`src/rtl/fir_seq_ctrl.sv`:
```
`timescale 1ns/1ps
// Sample-rate sequencer for a 12-tap transposed FIR (4 groups x 3 coefficients), double-buffered coefficients.
// Enables are registered, one cycle after the tick; iHold freezes the sequence. Macro FIR_SEQ_CTRL_STATS_EN adds counters.
module fir_seq_ctrl #(
    parameter int SAMPLE_DIV = 40,
    parameter int COEFF_W    = 16
) (
    input  logic               iClk_12M,
    input  logic               iRsn,
    input  logic               iHold,
    input  logic               iCoeffWr,
    input  logic [3:0]         iCoeffAddr,
    input  logic [COEFF_W-1:0] iCoeffData,
    input  logic               iCoeffCommit,
    input  logic               iClrStatus,
    output logic               oEnSample_300k,
    output logic [3:0]         oEnMul,
    output logic               oEnAdd,
    output logic               oEnAcc,
    output logic [COEFF_W-1:0] oCoeff1,
    output logic [COEFF_W-1:0] oCoeff2,
    output logic [COEFF_W-1:0] oCoeff3,
    output logic               oCommitPend,
`ifdef FIR_SEQ_CTRL_STATS_EN
    output logic [15:0]        oSampleCnt,
    output logic [7:0]         oDropCnt,
`endif
    output logic               oOverrun
);

    localparam int DIV_W = $clog2(SAMPLE_DIV);
    localparam logic [DIV_W-1:0] DIV_LAST = DIV_W'(SAMPLE_DIV - 1);

    typedef enum logic [1:0] {IDLE, MUL, ADD, ACC} state_t;

    state_t              state, state_nxt;
    logic [1:0]          grp, grp_nxt, sel_grp;
    logic [DIV_W-1:0]    div_cnt;
    logic                tick, drop, swap, load_coeff;
    logic [3:0]          en_mul_nxt;
    logic                en_add_nxt, en_acc_nxt;
    logic [3:0]          base;
    logic [COEFF_W-1:0]  coeff1_nxt, coeff2_nxt, coeff3_nxt;
    logic [COEFF_W-1:0]  shadow [12];
    logic [COEFF_W-1:0]  active [12];

    assign tick = oEnSample_300k;

    always_ff @(posedge iClk_12M or negedge iRsn) begin
        if (!iRsn) begin
            div_cnt        <= '0;
            oEnSample_300k <= 1'b0;
        end else begin
            oEnSample_300k <= (div_cnt == DIV_LAST);
            div_cnt        <= (div_cnt == DIV_LAST) ? '0 : div_cnt + 1'b1;
        end
    end

    always_comb begin
        state_nxt  = state;
        grp_nxt    = grp;
        en_mul_nxt = '0;
        en_add_nxt = 1'b0;
        en_acc_nxt = 1'b0;
        load_coeff = 1'b0;
        sel_grp    = 2'd0;
        swap       = 1'b0;
        drop       = tick && (state != IDLE);
        if (!iHold) begin
            case (state)
                IDLE: begin
                    if (tick) begin
                        state_nxt  = MUL;
                        grp_nxt    = 2'd0;
                        en_mul_nxt = 4'b0001;
                        load_coeff = 1'b1;
                        swap       = oCommitPend;
                    end
                end
                MUL: begin
                    if (grp == 2'd3) begin
                        state_nxt  = ADD;
                        en_add_nxt = 1'b1;
                    end else begin
                        grp_nxt    = grp + 2'd1;
                        en_mul_nxt = 4'b0001 << grp_nxt;
                        load_coeff = 1'b1;
                        sel_grp    = grp_nxt;
                    end
                end
                ADD: begin
                    state_nxt  = ACC;
                    en_acc_nxt = 1'b1;
                end
                ACC:     state_nxt = IDLE;
                default: state_nxt = IDLE;
            endcase
        end
    end

    // On a swapping start the first triple must come from the bank that becomes active on this edge.
    always_comb begin
        base       = {2'b00, sel_grp} * 4'd3;
        coeff1_nxt = swap ? shadow[base]         : active[base];
        coeff2_nxt = swap ? shadow[base + 4'd1]  : active[base + 4'd1];
        coeff3_nxt = swap ? shadow[base + 4'd2]  : active[base + 4'd2];
    end

    always_ff @(posedge iClk_12M or negedge iRsn) begin
        if (!iRsn) begin
            state       <= IDLE;
            grp         <= 2'd0;
            oEnMul      <= '0;
            oEnAdd      <= 1'b0;
            oEnAcc      <= 1'b0;
            oCoeff1     <= '0;
            oCoeff2     <= '0;
            oCoeff3     <= '0;
            oCommitPend <= 1'b0;
            oOverrun    <= 1'b0;
        end else begin
            state  <= state_nxt;
            grp    <= grp_nxt;
            oEnMul <= en_mul_nxt;
            oEnAdd <= en_add_nxt;
            oEnAcc <= en_acc_nxt;
            if (load_coeff) begin
                oCoeff1 <= coeff1_nxt;
                oCoeff2 <= coeff2_nxt;
                oCoeff3 <= coeff3_nxt;
            end
            oCommitPend <= (oCommitPend && !swap) || iCoeffCommit;
            if (drop)
                oOverrun <= 1'b1;
            else if (iClrStatus)
                oOverrun <= 1'b0;
        end
    end

    // Swap copies the pre-edge shadow; a coincident write lands in shadow only.
    always_ff @(posedge iClk_12M or negedge iRsn) begin
        if (!iRsn) begin
            for (int i = 0; i < 12; i++) begin
                shadow[i] <= '0;
                active[i] <= '0;
            end
        end else begin
            if (swap) begin
                for (int i = 0; i < 12; i++)
                    active[i] <= shadow[i];
            end
            if (iCoeffWr && (iCoeffAddr < 4'd12))
                shadow[iCoeffAddr] <= iCoeffData;
        end
    end

`ifdef FIR_SEQ_CTRL_STATS_EN
    logic start;
    assign start = tick && (state == IDLE) && !iHold;

    always_ff @(posedge iClk_12M or negedge iRsn) begin
        if (!iRsn) begin
            oSampleCnt <= '0;
            oDropCnt   <= '0;
        end else if (iClrStatus) begin
            oSampleCnt <= '0;
            oDropCnt   <= '0;
        end else begin
            if (start)
                oSampleCnt <= oSampleCnt + 16'd1;
            if (drop && (oDropCnt != 8'hFF))
                oDropCnt <= oDropCnt + 8'd1;
        end
    end
`endif

endmodule

```
`config.mk`:
```
export PLATFORM = sky130hd
export DESIGN_NAME = fir_seq_ctrl
export DESIGN_NICKNAME = d
export VERILOG_FILES = /design/src/rtl/fir_seq_ctrl.sv
export SDC_FILE = /design/constraint.sdc
export NUM_CORES = 1
export LEC_CHECK = 0
export CORE_MARGIN = 10
export CORE_UTILIZATION = 50
export CTS_CLUSTER_SIZE = 28
export DETAILED_ROUTE_END_ITERATION = 10
export PLACE_DENSITY = 0.7
export SYNTH_ARGS = -nofsm -noshare
export SYNTH_HDL_FRONTEND = slang
export SYNTH_SLANG_ARGS = --single-unit
export TNS_END_PERCENT = 1
```
`constraint.sdc`:
```
create_clock -name iClk_12M -period 3.55 [get_ports iClk_12M]
set_clock_uncertainty 0.1 [all_clocks]
set_input_delay 0.71 -clock iClk_12M [delete_from_list [all_inputs] [get_ports iClk_12M]]
set_output_delay 0.71 -clock iClk_12M [all_outputs]
set_load 0.05 [all_outputs]
```
## Word level (Yosys, flattened, before mapping)

Index checks and enable logic that the tools add are counted.
Widths: inputs -> output; s select.

- Reduce and logical (&&, ||, !) cells: 12
- $mul: 1
- Add/subtract/negate cells: 4
- Shift-type cells: 1
- Bitwise operators: 5
- Mux-type cells: 52
- $lt $le $gt $ge: 6
- Equal/unequal tests: 8

Operators with widths:

| kind | number |
|---|---|
| $bmux 16 s4 | 6 |
| $mux 16 | 16 |
| $bwmux 192 | 1 |
| $demux 16 s4 | 1 |
| $ge 5x5->1 const B | 4 |
| $not 4->5 | 4 |
| $mux 1 | 14 |
| $mux 2 | 7 |
| $mux 4 | 2 |
| $pmux 2 s4 | 1 |
| $pmux 4 s2 | 1 |
| $add 6x1->6 const B | 1 |
| $eq 2x2->1 const B | 3 |
| $eq 6x6->1 const B | 1 |
| $mux 6 | 1 |
| $ne 2x2->1 const B | 3 |
| $reduce_bool 2->1 | 3 |
| $lt 5x1->1 const B | 1 |
| $add 4x1->4 const B | 1 |
| $add 4x2->4 const B | 1 |
| $logic_and 1x1->1 | 4 |
| $lt 4x4->1 const B | 1 |
| $mul 2x2->4 const B | 1 |
| $pmux 2 s2 | 1 |
| other kinds (10) | 10 |

- Register bits after elaboration: 451
- Logic and storage cells: 125

## Depth between registers and ports, before layout

Gate-level depths: netlist of run 1.

- Word-level depth: 11
- Depth in mapped cells: 14
- Gate-level depth less buffers: 11

## Worst setup path before layout of run 1

No wires, ideal clock.

- Kind: register to register
- Start: reg grp[0]
- End: reg oCoeff1[11]
- Path slack: -0.071 ns
- Setup time: 0.124 ns
- Clock period less this slack: 3.621 ns
- Required time: 3.326 ns
- Data arrival time: 3.397 ns
- Stages on the path, launching flop included: 14
- Cells stage by stage: dfrtp_1 -> ha_1 -> nor4b_2 -> buf_4 -> buf_4 -> buf_2 -> inv_1 -> ha_1 -> buf_2 -> clkbuf_1 -> buf_1 -> mux2i_1 -> o22ai_1 -> a211o_1

- Longest elaborated chain between the ends: 10

RTL lines:

| element | line | text |
|---|---|---|
| start: declaration | 37 | `logic [1:0] grp, grp_nxt, sel_grp;` |
| start signal: assignment | 123 | `grp <= grp_nxt;` |
| $add 2x1->2 or $eq 2x2->1 (tied branches) | 85, 81 |  |
| $mux 2 | 81 | `if (grp == 2'd3) begin` |
| $mux 2 | 70 | `case (state)` |
| $mux 2 | 69 | `if (!iHold) begin` |
| $mul 2x2->4 | 103 | `base = {2'b00, sel_grp} * 4'd3;` |
| $not 4->5 (not written as such) | 104 | `coeff1_nxt = swap ? shadow[base] : active[base];` |
| $bmux 16 s4 | 104 |  |
| $mux 16 (not written as such) (2 in a row) | 104 |  |
| $mux 16 | 104 |  |
| end signal: assignment | 128 | `oCoeff1 <= coeff1_nxt;` |
| end: declaration | 20 | `output logic [COEFF_W-1:0] oCoeff1,` |

Parallel ways exist; a longest one is shown, timed or not. The select of a mux whose other input is x is not followed.
A chain may end at the register's enable or synchronous reset.

## Worst setup path in the final report of run 1

- Start: reg grp[0]
- End: reg oCoeff1[7]

The elaborated chain is that of the path after synthesis.

==> flow_summary.ini, run 1 <==
[status]
status = completed

[sta]
worstMarginPinSlew_ps = 673
rsz0062_at_grt = no
slew_headroom_pct = 55.1
setup-tns-final_ps = 0
finalCriticalPeriod_ps = 3080
finalHoldViolCount = 0
setup_violations = 0
fin_crit_sh_pct = 86.7
setup_ws_ps = 474
slew_violations = 0
timing.fmax_mhz = 325

[global_route]
first_global_vias = 16161
grt_pass1_wl_um = 101000
grt_overflow = 0
grt_max_degree = 79
antenna_found_initial = 2
grt_usage_pct = 24.3

[routing]
wirelength_um = 65500
dr.pass1.iters = 5
m1WireLength_um = 26400
dr_wl_met3_um = 5680
highest_layer = met5
met2_length_um = 30800
drtAntennaViolNets = 0
dr.first_iter.drc_count = 1642
drc = 0
vias = 16020
vias_per_cell = 6.14
wl_per_cell_um = 25.1

[yosys]
avgSynthCellArea_um2 = 12.1
synth_area_um2 = 22800
synth_cell_type_count = 45
ys_warn_count = 0
syn-num-nets = 1915
syn_inst = 1876
synth-seq-cells = 451
synth-seq-area-share_pct = 49.6

[final_layout]
seq_area_um2 = 11300
nNetsFinal = 2011
multiInputGateArea_um2 = 10800
drive_above_1_share_pct = 29.2
area_growth_pct = 17.0
diodes = 0
final_area_um2 = 26600
instances_no_fill = 2607
fill_cells = 3562

[clocking]
cts_hold_buf = 0
cts_buffers = 48
post-cts-setup-buffers = 0
clk_latency_ps = 580
cts_sinks = 451
clock_path_buffers = 3
ctsResizeCount = 0
clkTransAtPathRegs_ps = 60
cts_max_level = 2
cts_root_buffer = clkbuf_16
cts_tree = yes

[place]
placed_cells = 2522
hpwl_um = 42200
dp_slack_ps = 50.7
port_buffers = 82
routabilityCongestion = 0.837
dpl_cell_area_um2 = 25000

[worst_setup_path]
cp-endpoint = oCoeff1[7]
arrival_ps = 3440
crit_fanout = 16
start_kind = flip-flop
reg2reg_from = grp[0]
crit_path_end_kind = flip-flop
rrSetupSlack_ps = 470
r2r_cells = 9
startpoint = grp[0]
critical_path_class = flip-flop to flip-flop
rr_endpoint = oCoeff1[7]
cp.required_ps = 3920

[floorplanning]
ioPinCount = 83
start_util_pct = 50.4
die_w_um = 233
coreArea_um2 = 45200
rows = 78
fp.dieArea_um2 = 54400
fp.dieH_um = 233

[pwr]
peakVddDrop_v = 0.000511
cellPowerDensity_nw_per_um2 = 689
p_leak_nw = 12.7

[job]
drv_cap = 0

[worst_hold_path]
worstHoldPathType = primary input to asynchronous set/reset pin
cell families (layout without fill, tap and decap cells):
logic type               count (synthesis)  after routing  synth area share (%)
flip-flops                             451            451                  49.6
adder cells (fa/ha/maj)                 13             13                 0.715
XOR/XNOR                                 4              4                 0.154
AND/OR/NAND/NOR                        636            636                  11.0
AO/OA/AOI/OAI                          139            139                  4.06
multiplexers                           478            478                  31.4
buffers and inverters                  155            286                  3.06
registers in the layout, summed over array words and instances (netlist names):
| register | count |
|---|---|
| shadow | 192 |
| oCoeff1 | 16 |
| oCommitPend | 1 |
| oEnSample_300k | 1 |
| oOverrun | 1 |
| oEnMul | 4 |
| oCoeff2 | 16 |
| oEnAdd | 1 |
| state | 2 |
| oCoeff3 | 16 |
| grp | 2 |
| div_cnt | 6 |
| active | 192 |
| oEnAcc | 1 |
power by group:
group | leakage (nW) | internal, mW | total [mW] | switching (mW)
Clock | 0.810 | 3.13 | 5.24 | 2.12
Sequential | 5.85 | 6.26 | 7.33 | 1.07
Combinational | 6.00 | 2.77 | 5.78 | 3.01
cells in the mapped netlist (all sizes together):
cell type  number  area (um2)
a211o          26         228
a21o            1        7.51
a21oi          35         175
a221o           4        40.0
a221oi          3        26.3
a22o            2        17.5
a2bb2oi         2        17.5
a31oi           2        12.5
a41o            1        10.0
and2            6        37.5
and3            1        6.26
and4            1        8.76
and4b           1        10.0
buf            55         322
clkbuf         86         323
dfrtp         451       11300
ha             13         163
inv            14        52.6
mux2          219        2470
mux2i          93         931
mux4          166        3740
nand2         560        2100
nand2b          5        31.3
nand3           7        35.0
nand3b          6        45.0
nand4b          1        8.76
nor2           35         131
nor2b           3        18.8
nor3            1        5.00
nor3b           2        15.0
nor4b           2        23.8
o21a           13        97.6
o21ai          20         100
o221ai          2        17.5
o22ai          28         175
or3             3        18.8
or4             2        15.0
xnor2           2        17.5
xor2            2        17.5
cell usage in the layout, fill, tap and decap left out, types with 13 or more instances in the layout:
cell	count
a211o_1	26
a21oi_1	34
buf_12	36
buf_4	69
clkbuf_16	49
clkdlybuf4s50_1	81
dfrtp_1	451
inv_1	13
mux2_2	219
mux2i_1	93
mux4_2	166
nand2_1	560
nor2_1	29
o21a_1	13
o21ai_1	13
o22ai_1	28
per-stage QoR:
step / utilization (%) / hold WS (ps) / power [mW]
finish: 58.9 / 18.4 / 18.4
global route: 58.9 / 53.4 / 19.1
CTS: 58.9 / 38.3 / 18.4
detailed placement: 55.3 / 348 / 13.1
global placement: 55.3 / 338 / 13.0
floorplan: - / 314 / 10.9
worst min path at each step:
stage	depth (start not counted)	from	to	slack [ps]
floorplan	0	iRsn	active[0]	310
global placement	1	div_cnt[0]	div_cnt[0]	340
detailed placement	1	div_cnt[0]	div_cnt[0]	350
CTS	1	iRsn	oCoeff2[2]	40
global route	1	iRsn	active[95]	50
finish	1	iRsn	oCoeff2[1]	20
per-layer routing:
metal / vias up / track usage, %
met5: - / 0
met2: 708 / 38.3
met3: 119 / 5.30
met1: 8329 / 32.4
li1: 6862 / -
met4: 2 / 9.66
area by class of cell:
cell class	count	area share (%)
inverters	14	0.202
well taps	600	2.82
clock buffers	66	5.30
multi-input cells	1270	40.7
flip-flops and latches	451	42.4
repair buffers	187	7.75
clock inverters	19	0.855
worst max-delay path, stage by stage (launching register included):
cell and delay, ps:
dfrtp_1 500, ha_1 360, nor4b_4 290, buf_12 200
buf_12 190, buf_12 190, mux4_2 540, mux2i_1 200
o22ai_1 130, a211o_1 250
(Power assumes the default switching activity.)
==> run 2, diff against run 1 <==
CTS_CLUSTER_DIAMETER = 50   (was default)
==> flow_summary.ini, run 2 (synthesized netlist as in run 1, its figures left out) <==
[status]
status = finished, violations left
violations = hold timing

[routing]
drtAntennaViolNets = 0
vias_per_cell = 6.16
wirelength_um = 65200
wl_per_cell_um = 25.0
dr.first_iter.drc_count = 1480
vias = 16055
drc = 0
dr.pass1.iters = 5

[clocking]
cts_root_buffer = clkbuf_16
cts_tree = yes
cts_hold_buf = 0
clk_latency_ps = 600
cts_buffers = 45
clkTransAtPathRegs_ps = 80
cts_sinks = 451
clock_path_buffers = 3
post-cts-setup-buffers = 0
ctsResizeCount = 0
cts_max_level = 2

[pwr]
p_leak_nw = 12.6
cellPowerDensity_nw_per_um2 = 682
peakVddDrop_v = 0.000420

[worst_setup_path]
crit_fanout = 16
arrival_ps = 3460
cp_slowest_cell = mux4_2
cpPeakStageDelay_ps = 530
crit_path_end_kind = flip-flop
cp.required_ps = 3930
reg2reg_from = grp[0]
critical_path_class = flip-flop to flip-flop
r2r_cells = 9
crit_path_frequent_cell = buf_12
startpoint = grp[0]
path_cells = ha_1 -> nor4b_4 -> buf_12 -> buf_12 -> buf_12 -> mux4_2 -> mux2i_1 -> o22ai_1 -> a211o_1
start_kind = flip-flop

[sta]
holdWs_ps = -48.0
worstMarginPinSlew_ps = 699
rsz0062_at_grt = no
finalHoldViolCount = 13
slew_violations = 0
timing.fmax_mhz = 325
finalCriticalPeriod_ps = 3070
setup_ws_ps = 476
fin_crit_sh_pct = 86.6
setup-tns-final_ps = 0
slew_headroom_pct = 53.4
setup_violations = 0

[floorplanning]
start_util_pct = 50.4
coreArea_um2 = 45200
fp.dieArea_um2 = 54400
die_w_um = 233
ioPinCount = 83
fp.dieH_um = 233
rows = 78

[final_layout]
final_area_um2 = 26600
mostFrequentLayoutCells = 560 x nand2_1, 451 x dfrtp_1, 219 x mux2_2
final_util_pct = 58.8
drive_above_1_share_pct = 29.3
top_regs = active (192), shadow (192)
area_growth_pct = 16.7
nNetsFinal = 2008
final_common_cell = nand2_1

[place]
hpwl_um = 42200
port_buffers = 82
routabilityCongestion = 0.837
dp_slack_ps = 50.7
dpl_cell_area_um2 = 25000

[global_route]
grt_pass1_wl_um = 101000
grt_max_degree = 79
grt_overflow = 0
first_global_vias = 16233
antenna_found_initial = 1
grt_usage_pct = 24.3

[worst_hold_path]
worstHoldPathType = primary input to asynchronous set/reset pin

[job]
drv_cap = 0
## run 2: through the flow
stage          instances  hold WS, ps  power (mW)
2_1_floorplan       1876          314        10.9
3_3_place_gp        2522          338        13.0
3_5_place_dp        2522          348        13.1
4_1_cts             2605         18.4        18.2
5_1_grt             2606         39.9        18.9
6_report            2606        -48.0        18.1
## run 2: final cells by class
class                      instances  area [um2]
antenna                            1        2.50
inverter                          14        53.8
tap                              600         751
clock buffer                      48        1180
clock inverter                    35         388
sequential                       451       11300
fill                            3601       18600
timing repair buffer             187        2060
multi-input combinational       1270       10800
## run 2: path summary, 6_finish.rpt
| kind | slack, ps | endpoint |
|---|---|---|
| worst max-delay path | 480 | oCoeff1[7] |
| worst min-delay path | -50 | active[143] |
| worst max register to register | 480 | oCoeff1[7] |
| worst min register to register | 350 | div_cnt[0] |
| max in group asynchronous | 2450 | active[110] |
| min in group iClk_12M | 350 | div_cnt[0] |
## run 2: report_power, final
group | leakage (nW) | switching (mW) | total, mW | internal [mW]
logic | 6.00 | 3.00 | 5.77 | 2.77
clock network | 0.753 | 2.45 | 5.04 | 2.58
registers | 5.85 | 1.06 | 7.31 | 6.25
total | 12.6 | 6.51 | 18.1 | 11.6
## run 2: worst max-delay path, delay by kind of cell, from the launching register on
| family | cells | cell delay, ps |
|---|---|---|
| mux | 2 | 750 |
| buf+inv | 3 | 580 |
| flops | 1 | 500 |
| compound gates | 2 | 370 |
| fa+ha+maj | 1 | 360 |
| simple gates | 1 | 290 |
## run 2: metal layers
metal | share of wire [%] | wire [um] | up-vias | global-route usage (%)
li1 | - | - | 6854 | -
met1 | 40 | 26000 | 8304 | 32.8
met2 | 48 | 31200 | 753 | 38.2
met3 | 8.7 | 5660 | 144 | 4.78
met4 | 3.6 | 2340 | 0 | 9.94
met5 | 0 | 0 | - | 0
==> run 3, diff against run 2 <==
CAP_MARGIN = 20   (was default)
CORE_UTILIZATION = 33   (was 50)
CTS_CLUSTER_DIAMETER = 30   (was 50)
PLACE_DENSITY = default   (was 0.7)
==> flow_summary.ini, run 3 (synthesized netlist as in run 1, its figures left out) <==
[status]
status = completed

[worst_hold_path]
worstHoldPathCells = 1
min-delay-start = div_cnt[0]
min_to = div_cnt[0]
worstHoldPathType = flip-flop to flip-flop

[global_route]
first_global_vias = 16721
grt_pass1_wl_um = 104000
grt_overflow = 0
grt_usage_pct = 17.1
grt_max_degree = 110
antenna_found_initial = 3

[final_layout]
top_regs = active (192), shadow (192)
fill_cells = 6270
nNetsFinal = 2078
instances_no_fill = 3000
drive_above_1_share_pct = 32.4
mostFrequentLayoutCells = 560 x nand2_1, 451 x dfrtp_1, 219 x mux2_2
area_growth_pct = 26.4
final_common_cell = nand2_1

[routing]
vias_per_cell = 5.43
dr.first_iter.drc_count = 1133
drc = 0
vias = 16282
wirelength_um = 68400
wl_per_cell_um = 22.8
drtAntennaViolNets = 0
dr.pass1.iters = 5

[pwr]
power.total_mw = 21.8
seqPwrFrac_pct = 33.6
switching_share_pct = 31.6
p_leak_nw = 13.6
internal_power_mw = 14.9
power.switching_mw = 6.90
peakVddDrop_v = 0.000583
cellPowerDensity_nw_per_um2 = 760
pwr-share-clk_pct = 39.8
p_comb_share_pct = 26.7

[place]
hpwl_um = 43900
routabilityCongestion = 0.837
placed_cells = 2824
port_buffers = 82

[worst_setup_path]
reg2reg_from = grp[0]
rr_endpoint = oCoeff3[2]
crit_path_end_kind = flip-flop
rrSetupSlack_ps = 450
cp.required_ps = 3950
arrival_ps = 3500
critical_path_class = flip-flop to flip-flop
r2r_cells = 9
crit_fanout = 29
start_kind = flip-flop

[floorplanning]
coreArea_um2 = 68500
ioPinCount = 83
die_w_um = 283
fp.dieArea_um2 = 79900
rows = 96
fp.dieH_um = 283
start_util_pct = 33.2

[sta]
finalCriticalPeriod_ps = 3100
setup-tns-final_ps = 0
slew_violations = 0
fin_crit_sh_pct = 87.2
finalHoldViolCount = 0
slew_headroom_pct = 57.3
worstMarginPinSlew_ps = 638
rsz0062_at_grt = no
timing.fmax_mhz = 323
setup_violations = 0

[clocking]
clock_path_buffers = 3
clkTransAtPathRegs_ps = 50
cts_tree = yes
cts_root_buffer = clkbuf_16
cts_sinks = 451
ctsResizeCount = 0
clk_latency_ps = 620
cts_buffers = 94
cts_max_level = 3

[job]
drv_cap = 0
-- run 3: cell types whose count changed in the layout (fill, tap and decap cells not counted), sizes merged, moves of 6 or more --
cell,previous run,this run
clkbuf,48,126
clkinv,15,26
clkinvlp,4,10
bufinv,0,8
inv,30,16
buf,106,126
-- run 3: area by class of cell --
cell class | count | area (um2) | area share [%]
Sequential cell | 451 | 11300 | 39.2
Multi-Input combinational cell | 1270 | 10800 | 37.7
Clock buffer | 126 | 2680 | 9.33
Timing Repair Buffer | 208 | 2270 | 7.91
Tap cell | 882 | 1100 | 3.84
Clock inverter | 46 | 512 | 1.78
Inverter | 14 | 53.8 | 0.187
Antenna cell | 3 | 7.51 | 0.0261
-- run 3: what timing repair did --
action	4_1_cts	5_1_grt
buffers inserted	0	0
hold endpoints to repair	49	0
hold buffers	1	0
-- run 3: power by group through the flow --
stage	Clock, mW	Combinational (mW)	Sequential (mW)
2_1_floorplan	0	3.16	7.74
3_5_place_dp	0	5.85	7.37
6_report	8.69	5.82	7.33
4_1_cts	8.84	5.88	7.31
5_1_grt	9.11	6.21	7.45
3_3_place_gp	0	5.74	7.31
-- run 3: how the worst max path moves through the flow --
stage | from | endpoint | cells after the start
finish | grp[0] | oCoeff3[2] | 9
detailed placement | iHold | oCoeff1[15] | 11
global placement | iHold | oCoeff3[11] | 10
floorplan | grp[0] | oCoeff1[9] | 13
CTS | grp[0] | oCoeff1[9] | 9
global route | state[1] | oCoeff3[5] | 12
-- run 3: per-stage QoR --
step | cell area, um2 | hold slack [ps] | util (%) | worst slack, ps
floorplan | 22800 | 314 | - | 113
global placement | 25500 | 343 | 37.3 | 53.4
detailed placement | 25500 | 351 | 37.3 | 74.4
CTS | 28800 | 357 | 42.0 | 450
global route | 28800 | 393 | 42.0 | 303
finish | 28800 | 359 | 42.0 | 454
-- run 3: critical path: stages, from the launching register on --
cell and delay [ps]:
dfrtp_1 490, ha_1 370, nor4b_4 340, buf_12 190
buf_12 260, buf_4 170, mux4_2 530, mux2i_1 160
o22ai_1 120, a211o_1 240
-- run 3: per-layer routing --
layer	vias to the layer above	share of wire [%]	global-route usage, %
met3	144	8.1	4.92
met2	665	47	26.8
met5	-	0	0
met1	8442	41	21.8
li1	7031	-	-
met4	0	4.1	7.76
